==> config.mk <==
export PLATFORM = sky130hd
export DESIGN_NAME = square_voice_lowpass
export DESIGN_NICKNAME = d
export VERILOG_FILES = /design/src/rtl/svl_pkg.sv /design/src/rtl/iir_lp_stage.sv /design/src/rtl/square_voice_lowpass.sv
export SDC_FILE = /design/constraint.sdc
export NUM_CORES = 2
export LEC_CHECK = 0
export CAP_MARGIN = 20
export CORE_AREA = 4 4 369 371
export CTS_BUF_LIST = sky130_fd_sc_hd__clkbuf_2 sky130_fd_sc_hd__clkbuf_4 sky130_fd_sc_hd__clkbuf_8
export DETAILED_ROUTE_END_ITERATION = 6
export DIE_AREA = 0 0 373 375
export GPL_ROUTABILITY_DRIVEN = 0
export PLACE_DENSITY = 0.68
export SYNTH_ARGS = -nofsm -noshare
export SYNTH_HDL_FRONTEND = slang
export SYNTH_SLANG_ARGS = --single-unit
export TNS_END_PERCENT = 10
==> constraint.sdc <==
create_clock -name clk -period 10.3 [get_ports clk]
set_clock_uncertainty 0.2 [all_clocks]
set_input_delay 1.03 -clock clk [delete_from_list [all_inputs] [get_ports clk]]
set_output_delay 1.03 -clock clk [all_outputs]
set_load 0.01 [all_outputs]
==> src/rtl/svl_pkg.sv <==
// Shared types, default widths and the saturation helper for the square voice datapath.
package svl_pkg;

  typedef logic signed [31:0] sample_t;

  localparam int AMP_SHIFT_DEF = 20;
  localparam int VOL_SHIFT_DEF = 20;
  localparam int N_FILT_DEF    = 8;

  // Clamp a wide signed value into the 32-bit sample range.
  function automatic sample_t sat32(input logic signed [63:0] v);
    if (v > 64'sh0000_0000_7FFF_FFFF) begin
      return 32'sh7FFF_FFFF;
    end else if (v < 64'shFFFF_FFFF_8000_0000) begin
      return 32'sh8000_0000;
    end else begin
      return sample_t'(v);
    end
  endfunction

endpackage

==> src/rtl/iir_lp_stage.sv <==
// Single-pole IIR low-pass: y <= y + ((x - y) >>> SHIFT), 33-bit difference.
module iir_lp_stage
  import svl_pkg::*;
#(
  parameter int SHIFT = 1
) (
  input  logic    clk,
  input  logic    reset,
  input  sample_t x,
  output sample_t y
);

  sample_t            r_y;
  logic signed [32:0] w_diff;
  logic signed [32:0] w_step;
  logic signed [32:0] w_sum;

  always_comb begin
    w_diff = {x[31], x} - {r_y[31], r_y};
    w_step = w_diff >>> SHIFT;
    w_sum  = {r_y[31], r_y} + w_step;
  end

  // The sum always lies between x and y, so dropping the guard bit cannot wrap.
  always_ff @(posedge clk) begin
    if (reset) begin
      r_y <= '0;
    end else begin
      r_y <= sample_t'(w_sum);
    end
  end

  assign y = r_y;

endmodule

==> src/rtl/square_voice_lowpass.sv <==
// Voice datapath: loadable square oscillator -> volume multiply -> bank of IIR low-passs.
// Define MULT_SATURATE_EN to clamp the multiplier output instead of wrapping it.
module square_voice_lowpass
  import svl_pkg::*;
#(
  parameter int AMP_SHIFT = AMP_SHIFT_DEF,
  parameter int VOL_SHIFT = VOL_SHIFT_DEF,
  parameter int N_FILT    = N_FILT_DEF
) (
  input  logic        clk,
  input  logic        reset,
  input  logic        load,
  input  logic [31:0] load_sample,
  input  logic [31:0] load_counter,
  input  logic [31:0] wave_length,
  input  logic [31:0] volume,
  input  logic        filter_en,
  input  logic [2:0]  cutoff,
  output logic [31:0] osc_sample,
  output logic [31:0] osc_counter,
  output logic [31:0] mixed,
  output logic [31:0] audio_out
);

  localparam sample_t AMP_NEG = sample_t'(-(64'sd1 <<< AMP_SHIFT));

  sample_t            r_osc_sample;
  logic [31:0]        r_osc_counter;
  sample_t            r_mixed;
  sample_t            r_audio;

  sample_t            w_base_sample;
  logic [31:0]        w_base_counter;
  logic [31:0]        w_half_raw;
  logic [31:0]        w_half;
  logic signed [63:0] w_prod;
  logic signed [63:0] w_shifted;
  sample_t            w_mixed_next;
  sample_t            w_y [N_FILT];

  // A loaded sample of zero would never toggle audibly, so it resumes at the low rail.
  always_comb begin
    if (load) begin
      w_base_sample  = (load_sample == 32'd0) ? AMP_NEG : sample_t'(load_sample);
      w_base_counter = load_counter;
    end else begin
      w_base_sample  = r_osc_sample;
      w_base_counter = r_osc_counter;
    end
    w_half_raw = wave_length >> 1;
    w_half     = (w_half_raw == 32'd0) ? 32'd1 : w_half_raw;
  end

  always_ff @(posedge clk) begin
    if (reset) begin
      r_osc_sample  <= AMP_NEG;
      r_osc_counter <= 32'd1;
    end else if (w_base_counter >= w_half) begin
      r_osc_sample  <= -w_base_sample;
      r_osc_counter <= 32'd1;
    end else begin
      r_osc_sample  <= w_base_sample;
      r_osc_counter <= w_base_counter + 32'd1;
    end
  end

  always_comb begin
    w_prod    = $signed({{32{r_osc_sample[31]}}, r_osc_sample}) * $signed({32'd0, volume});
    w_shifted = w_prod >>> VOL_SHIFT;
`ifdef MULT_SATURATE_EN
    w_mixed_next = sat32(w_shifted);
`else
    w_mixed_next = sample_t'(w_shifted);
`endif
  end

  always_ff @(posedge clk) begin
    if (reset) begin
      r_mixed <= '0;
    end else begin
      r_mixed <= w_mixed_next;
    end
  end

  genvar gi;
  generate
    for (gi = 0; gi < N_FILT; gi++) begin : g_filt
      iir_lp_stage #(
        .SHIFT(gi + 1)
      ) u_stage (
        .clk  (clk),
        .reset(reset),
        .x    (r_mixed),
        .y    (w_y[gi])
      );
    end
  endgenerate

  always_ff @(posedge clk) begin
    if (reset) begin
      r_audio <= '0;
    end else begin
      r_audio <= filter_en ? w_y[cutoff] : r_mixed;
    end
  end

  assign osc_sample  = r_osc_sample;
  assign osc_counter = r_osc_counter;
  assign mixed       = r_mixed;
  assign audio_out   = r_audio;

endmodule

# --- After elaboration in Yosys (flattened, before gate mapping) ---
# Cells that the tools add are included.
totals:
  ff_bits: 384
  wordCells: 46
  output_inout_bits: 128
  inputBits: 135
op_classes:
  add_sub_neg: 18
  n_lt_le_gt_ge: 2
  multipliers: 1
  n_bitwise: 1
  n_reduce_logical: 3
  mux: 9
ops:
  columns: ["op", "n"]
  rows:
  - ["$sub A32 B32 Y33", 8]
  - ["$mux W32", 7]
  - ["$bmux W32 S3", 1]
  - ["$logic_not A32 Y1", 2]
  - ["$mul A32 B33 Y52", 1]
  - ["$add A32 B1 Y32 const B", 1]
  - ["$add A32 B25 Y32", 1]
  - ["$add A32 B26 Y32", 1]
  - ["$add A32 B27 Y32", 1]
  - ["$add A32 B28 Y32", 1]
  - ["$add A32 B29 Y32", 1]
  - ["$add A32 B30 Y32", 1]
  - ["$add A32 B31 Y32", 1]
  - ["$add A32 B32 Y32", 1]
  - ["$ge A32 B31 Y1", 1]
  - ["$neg A32 Y32", 1]
  - ["$mux W31", 1]
  - ["$ge A4 B4 Y1 const B", 1]
  - ["$not A3 Y4", 1]
  - ["$reduce_or A2 Y1", 1]

# --- Depth between registers and ports, before layout ---
depth:
  ltp_word: 5
  depth_mapped: 31
  ltp_nobuf: 29

# --- Modules after synthesis ---
# A second synthesis with hierarchy kept.
unflattened:
  cells_unflattened: 8147
  hier_area_um2: 69057.5
modules_own_cells:
  columns: ["mod", "cells_each", "area_per_inst_um2", "n_inst", "seq_area_each_um2"]
  rows:
  - ["square_voice_lowpass", 4220, 38555.7, 1, 2562.5]
  - ["iir_lp_stage at g_filt[0].u_stage", 527, 4016.4, 1, 640.6]
  - ["iir_lp_stage at g_filt[2].u_stage", 504, 3870.0, 1, 640.6]
  - ["iir_lp_stage at g_filt[7].u_stage", 495, 3842.4, 1, 640.6]
  - ["iir_lp_stage at g_filt[5].u_stage", 485, 3826.2, 1, 640.6]
  - ["iir_lp_stage at g_filt[4].u_stage", 486, 3797.4, 1, 640.6]
  - ["iir_lp_stage at g_filt[3].u_stage", 497, 3779.9, 1, 640.6]
  - ["iir_lp_stage at g_filt[1].u_stage", 475, 3739.8, 1, 640.6]
  - ["iir_lp_stage at g_filt[6].u_stage", 458, 3629.7, 1, 640.6]

# --- Least setup slack after synthesis ---
# OpenSTA, ideal clock, no wires.
synth_path:
  kind: "input-to-reg"
  start: "input port volume[25]"
  end: "register r_mixed[31] (netlist: mixed[31])"
  t_required_ns: 9.972
  path_buffers: 2
  setup_time_ns: 0.128
  slack_ns: 2.324
  cell_stages: 28
  t_arrival_ns: 7.649
  path_cell_list: "clkbuf_1 > clkbuf_1 > nand2_1 > fa_1 > inv_1 > fa_1 > fa_1 > inv_1 > fa_1 > inv_1 > fa_1 > fa_1 > fa_1 > inv_1 > fa_1 > inv_1 > ha_1 > a21o_1 > a21o_1 > a21oi_1 > nand2b_1 > a21oi_1 > a211oi_1 > o21ai_0 > a21o_1 > a211oi_1 > xnor2_1 > nor2_1"
synth_between:
  elab_chain_len: 1
synth_lines:
  columns: ["item", "line", "text"]
  rows:
  - ["start, declared", "square_voice_lowpass.sv:16", "input logic [31:0] volume,"]
  - ["$mul A32 B33 Y52", "square_voice_lowpass.sv:68", "w_prod = $signed({{32{r_osc_sample[31]}}, r_osc_sample}) * $signed({32'd0, volume});"]
  - ["end signal, assigned", "square_voice_lowpass.sv:81", "r_mixed <= w_mixed_next;"]
  - ["end, declared", "square_voice_lowpass.sv:29", "sample_t r_mixed;"]
# Every way passes these cells.
# A chain may end at the register's enable or synchronous reset.

# --- Worst setup path in the final report ---
layout_path:
  start: "input port volume[10]"
  end: "register r_mixed[29] (netlist: mixed[29])"
# The elaborated chain is that of the path after synthesis.

==> flow_metrics.py <==
metrics = {
    "status": {
        "status": "finished clean",
    },
    "grt": {
        "antenna_found_initial": 8,
        "grtUsageTotal_pct": 27.0,
        "grt_start_max_net_pins": 129,
        "grt-ovfl-total": 0,
        "grt_pass1_wl_um": 304000,
        "grt_pass1_vias": 57878,
    },
    "timing": {
        "finalCritPeriodShare_pct": 88.1,
        "maxSlewHeadroom_pct": 25.1,
        "drv_slew": 0,
        "setup_viol": 0,
        "rsz0062_at_grt": "no",
        "worst_slew_pin_slew_ps": 1120,
        "hold_viol_final": 0,
        "setup_slack_ps": 1230,
        "setup-tns-final_ps": 0,
        "clock.fmax_ghz": 0.110,
        "fin_crit_ps": 9070,
    },
    "layout": {
        "syn2layout_area_growth_pct": 9.66,
        "regArea_um2": 7690,
        "final_common_cell": "inv_1",
        "final_cell_mix": "1,216 x inv_1, 843 x fa_1, 743 x ha_1",
        "design_area_um2": 72300,
        "fillers": 12146,
        "drive_gt1_share_pct": 5.04,
        "post_layout_nonfiller_instances": 9734,
        "nets": 9617,
        "multi_input_area_um2": 52600,
    },
    "routing": {
        "finalWirelength_um": 189000,
        "drc": 0,
        "antenna_left": 0,
        "avgRoutedWirePerCell_um": 19.4,
        "via_per_inst": 5.59,
        "drt-initial-drc-count": 3300,
        "num_vias": 54437,
        "first_pass_iters": 6,
    },
    "logic_synthesis": {
        "synth-adder-area-share_pct": 39.7,
        "synth_edf_count": 0,
        "async_flop_share_pct": 0,
        "synth-simple-area-share_pct": 17.8,
        "synth_top_family_by_area": "adder cells",
        "synth_xor_area_share_pct": 6.34,
        "syn_inst": 7721,
        "synth_seq_cells": 384,
        "syn_avg_cell_area_um2": 8.54,
        "synth_fp_nets": 9442,
        "synthFlopType": "dfxtp_1",
        "synth_cell_type_count": 94,
        "yosysSeqAreaShare_pct": 11.7,
        "synth-compound-area-share_pct": 12.6,
        "syn-cell-area_um2": 65900,
        "synthMuxAreaShare_pct": 3.42,
        "yosysWarnings": 0,
    },
    "clock_network": {
        "clock_sinks": 384,
        "path_clk_slew_ps": 60,
        "clockBufferDepth": 3,
        "cts-hold-fix-buffers": 0,
        "clock_insertion_delay_worst_skew_ps": 780,
        "cts_resized": 0,
        "cts-root-buf": "clkbuf_8",
        "htree_levels": 3,
        "cts_inserted_buffers": 78,
        "postCtsSetupRepairBufs": 0,
        "cts_tree": "built",
    },
    "floorplanning": {
        "die_area_um2": 140000,
        "fp.dieH_um": 375,
        "core_area_um2": 133000,
        "rows": 134,
        "die_w_um": 373,
        "io-pin-count": 263,
        "initial_core_util_pct": 49.6,
    },
    "min_path": {
        "holdPathStages": 2,
        "min-delay-start": "g_filt[5].u_stage.y[0]",
        "min_path_type": "reg -> reg",
        "min_to": "g_filt[5].u_stage.y[0]",
    },
    "critical_path": {
        "r2r-end": "mixed[29]",
        "crit_path_end_kind": "flip-flop",
        "r2r-start": "osc_sample[6]",
        "crit_required_ps": 10760,
        "reg2reg_depth": 28,
        "cp-start-kind": "input port",
        "arrival_ps": 9530,
        "worst-setup-path-type": "in -> reg",
        "crit_fanout": 17,
        "regToRegSetupSlack_ps": 1520,
    },
    "placed_design": {
        "port_buffers": 261,
        "dpl_cell_area_um2": 70500,
        "place.detailed.hpwl_um": 151000,
        "dp_slack_ps": 535,
        "dp.cells": 9583,
    },
    "run": {
        "drv_cap": 0,
    },
}
through the flow:
step           util [%]  hold slack (ps)
2_1_floorplan         -              369
3_3_place_gp       53.0              400
3_5_place_dp       53.0              426
4_1_cts            54.3              440
5_1_grt            54.4              469
6_report           54.4              439
cells in the mapped netlist (28+ instances only):
library cell / n / area (um2)
a211oi_1: 88 / 661
a21o_1: 215 / 1610
a21oi_1: 343 / 1720
a31oi_1: 38 / 238
and2_1: 554 / 3470
and3_1: 45 / 282
clkbuf_1: 249 / 935
dfxtp_1: 384 / 7690
fa_1: 843 / 16900
ha_1: 743 / 9300
inv_1: 1216 / 4560
mux2i_1: 63 / 631
mux4_2: 64 / 1440
nand2_1: 615 / 2310
nand2b_1: 83 / 519
nand3_1: 95 / 475
nand4_1: 47 / 294
nor2_1: 598 / 2240
nor2b_1: 88 / 551
nor3_1: 113 / 566
nor4_1: 28 / 175
o21a_1: 94 / 706
o21ai_0: 215 / 1080
o21bai_1: 49 / 368
or3_1: 32 / 200
xnor2_1: 303 / 2650
xor2_1: 169 / 1480
worst max-delay path by stage:
stage / from / end / slack, ps
after global placement: volume[9] / mixed[24] / 540
after detailed placement: volume[10] / mixed[24] / 540
after CTS: volume[10] / mixed[24] / 1360
final: volume[10] / mixed[29] / 1230
after global routing: volume[10] / mixed[29] / 980
after floorplan: volume[25] / mixed[31] / 2320
worst max-delay path: stages:
cell	delay, ps
clkdlybuf4s50_1	980
buf_4	410
and2_1	170
fa_1	390
inv_1	90
fa_1	450
fa_1	480
fa_1	520
fa_1	590
inv_1	70
fa_1	460
fa_1	520
fa_1	470
ha_1	400
a21o_1	190
a21o_1	180
a21oi_1	210
nand2_1	80
o31a_1	300
o211ai_1	450
a21oi_1	240
o21ai_1	290
a21boi_0	190
o21a_1	200
nor3_1	130
cell type report:
type	count	share of cell area (%)
multi-input cells	5845	72.8
flip-flops and latches	384	10.6
inverters	1216	6.31
repair buffers	371	4.77
well taps	1768	3.06
clock buffers	128	2.19
clock inverters	14	0.206
diodes	8	0.0277
kinds of logic (layout without fill, tap and decap cells):
kind of cell / after synthesis / count (layout)
XOR/XNOR: 474 / 474
buffers and inverters: 1492 / 1729
AND/OR/NAND/NOR: 2379 / 2379
AO/OA/AOI/OAI: 1263 / 1263
multiplexers: 143 / 143
adder cells (fa/ha/maj): 1586 / 1586
other: 0 / 8
flip-flops: 384 / 384
sequential cells by signal, indices dropped and copies added, names as in the netlist:
signal and cells:
osc_sample 32, mixed 32, g_filt.u_stage.y 256, audio_out 32
osc_counter 32
metal layers:
metal  vias to the layer above  track usage [%]  wire [um]
met1                     26771             33.0      77300
met3                       429             4.59      11900
li1                      25538                -          -
met4                         4             10.5       7770
met5                         -                0         34
met2                      1695             47.5      92000
Power is not shown: default switching activity piles up to over one toggle a cycle in this logic, so the estimate is an artifact.
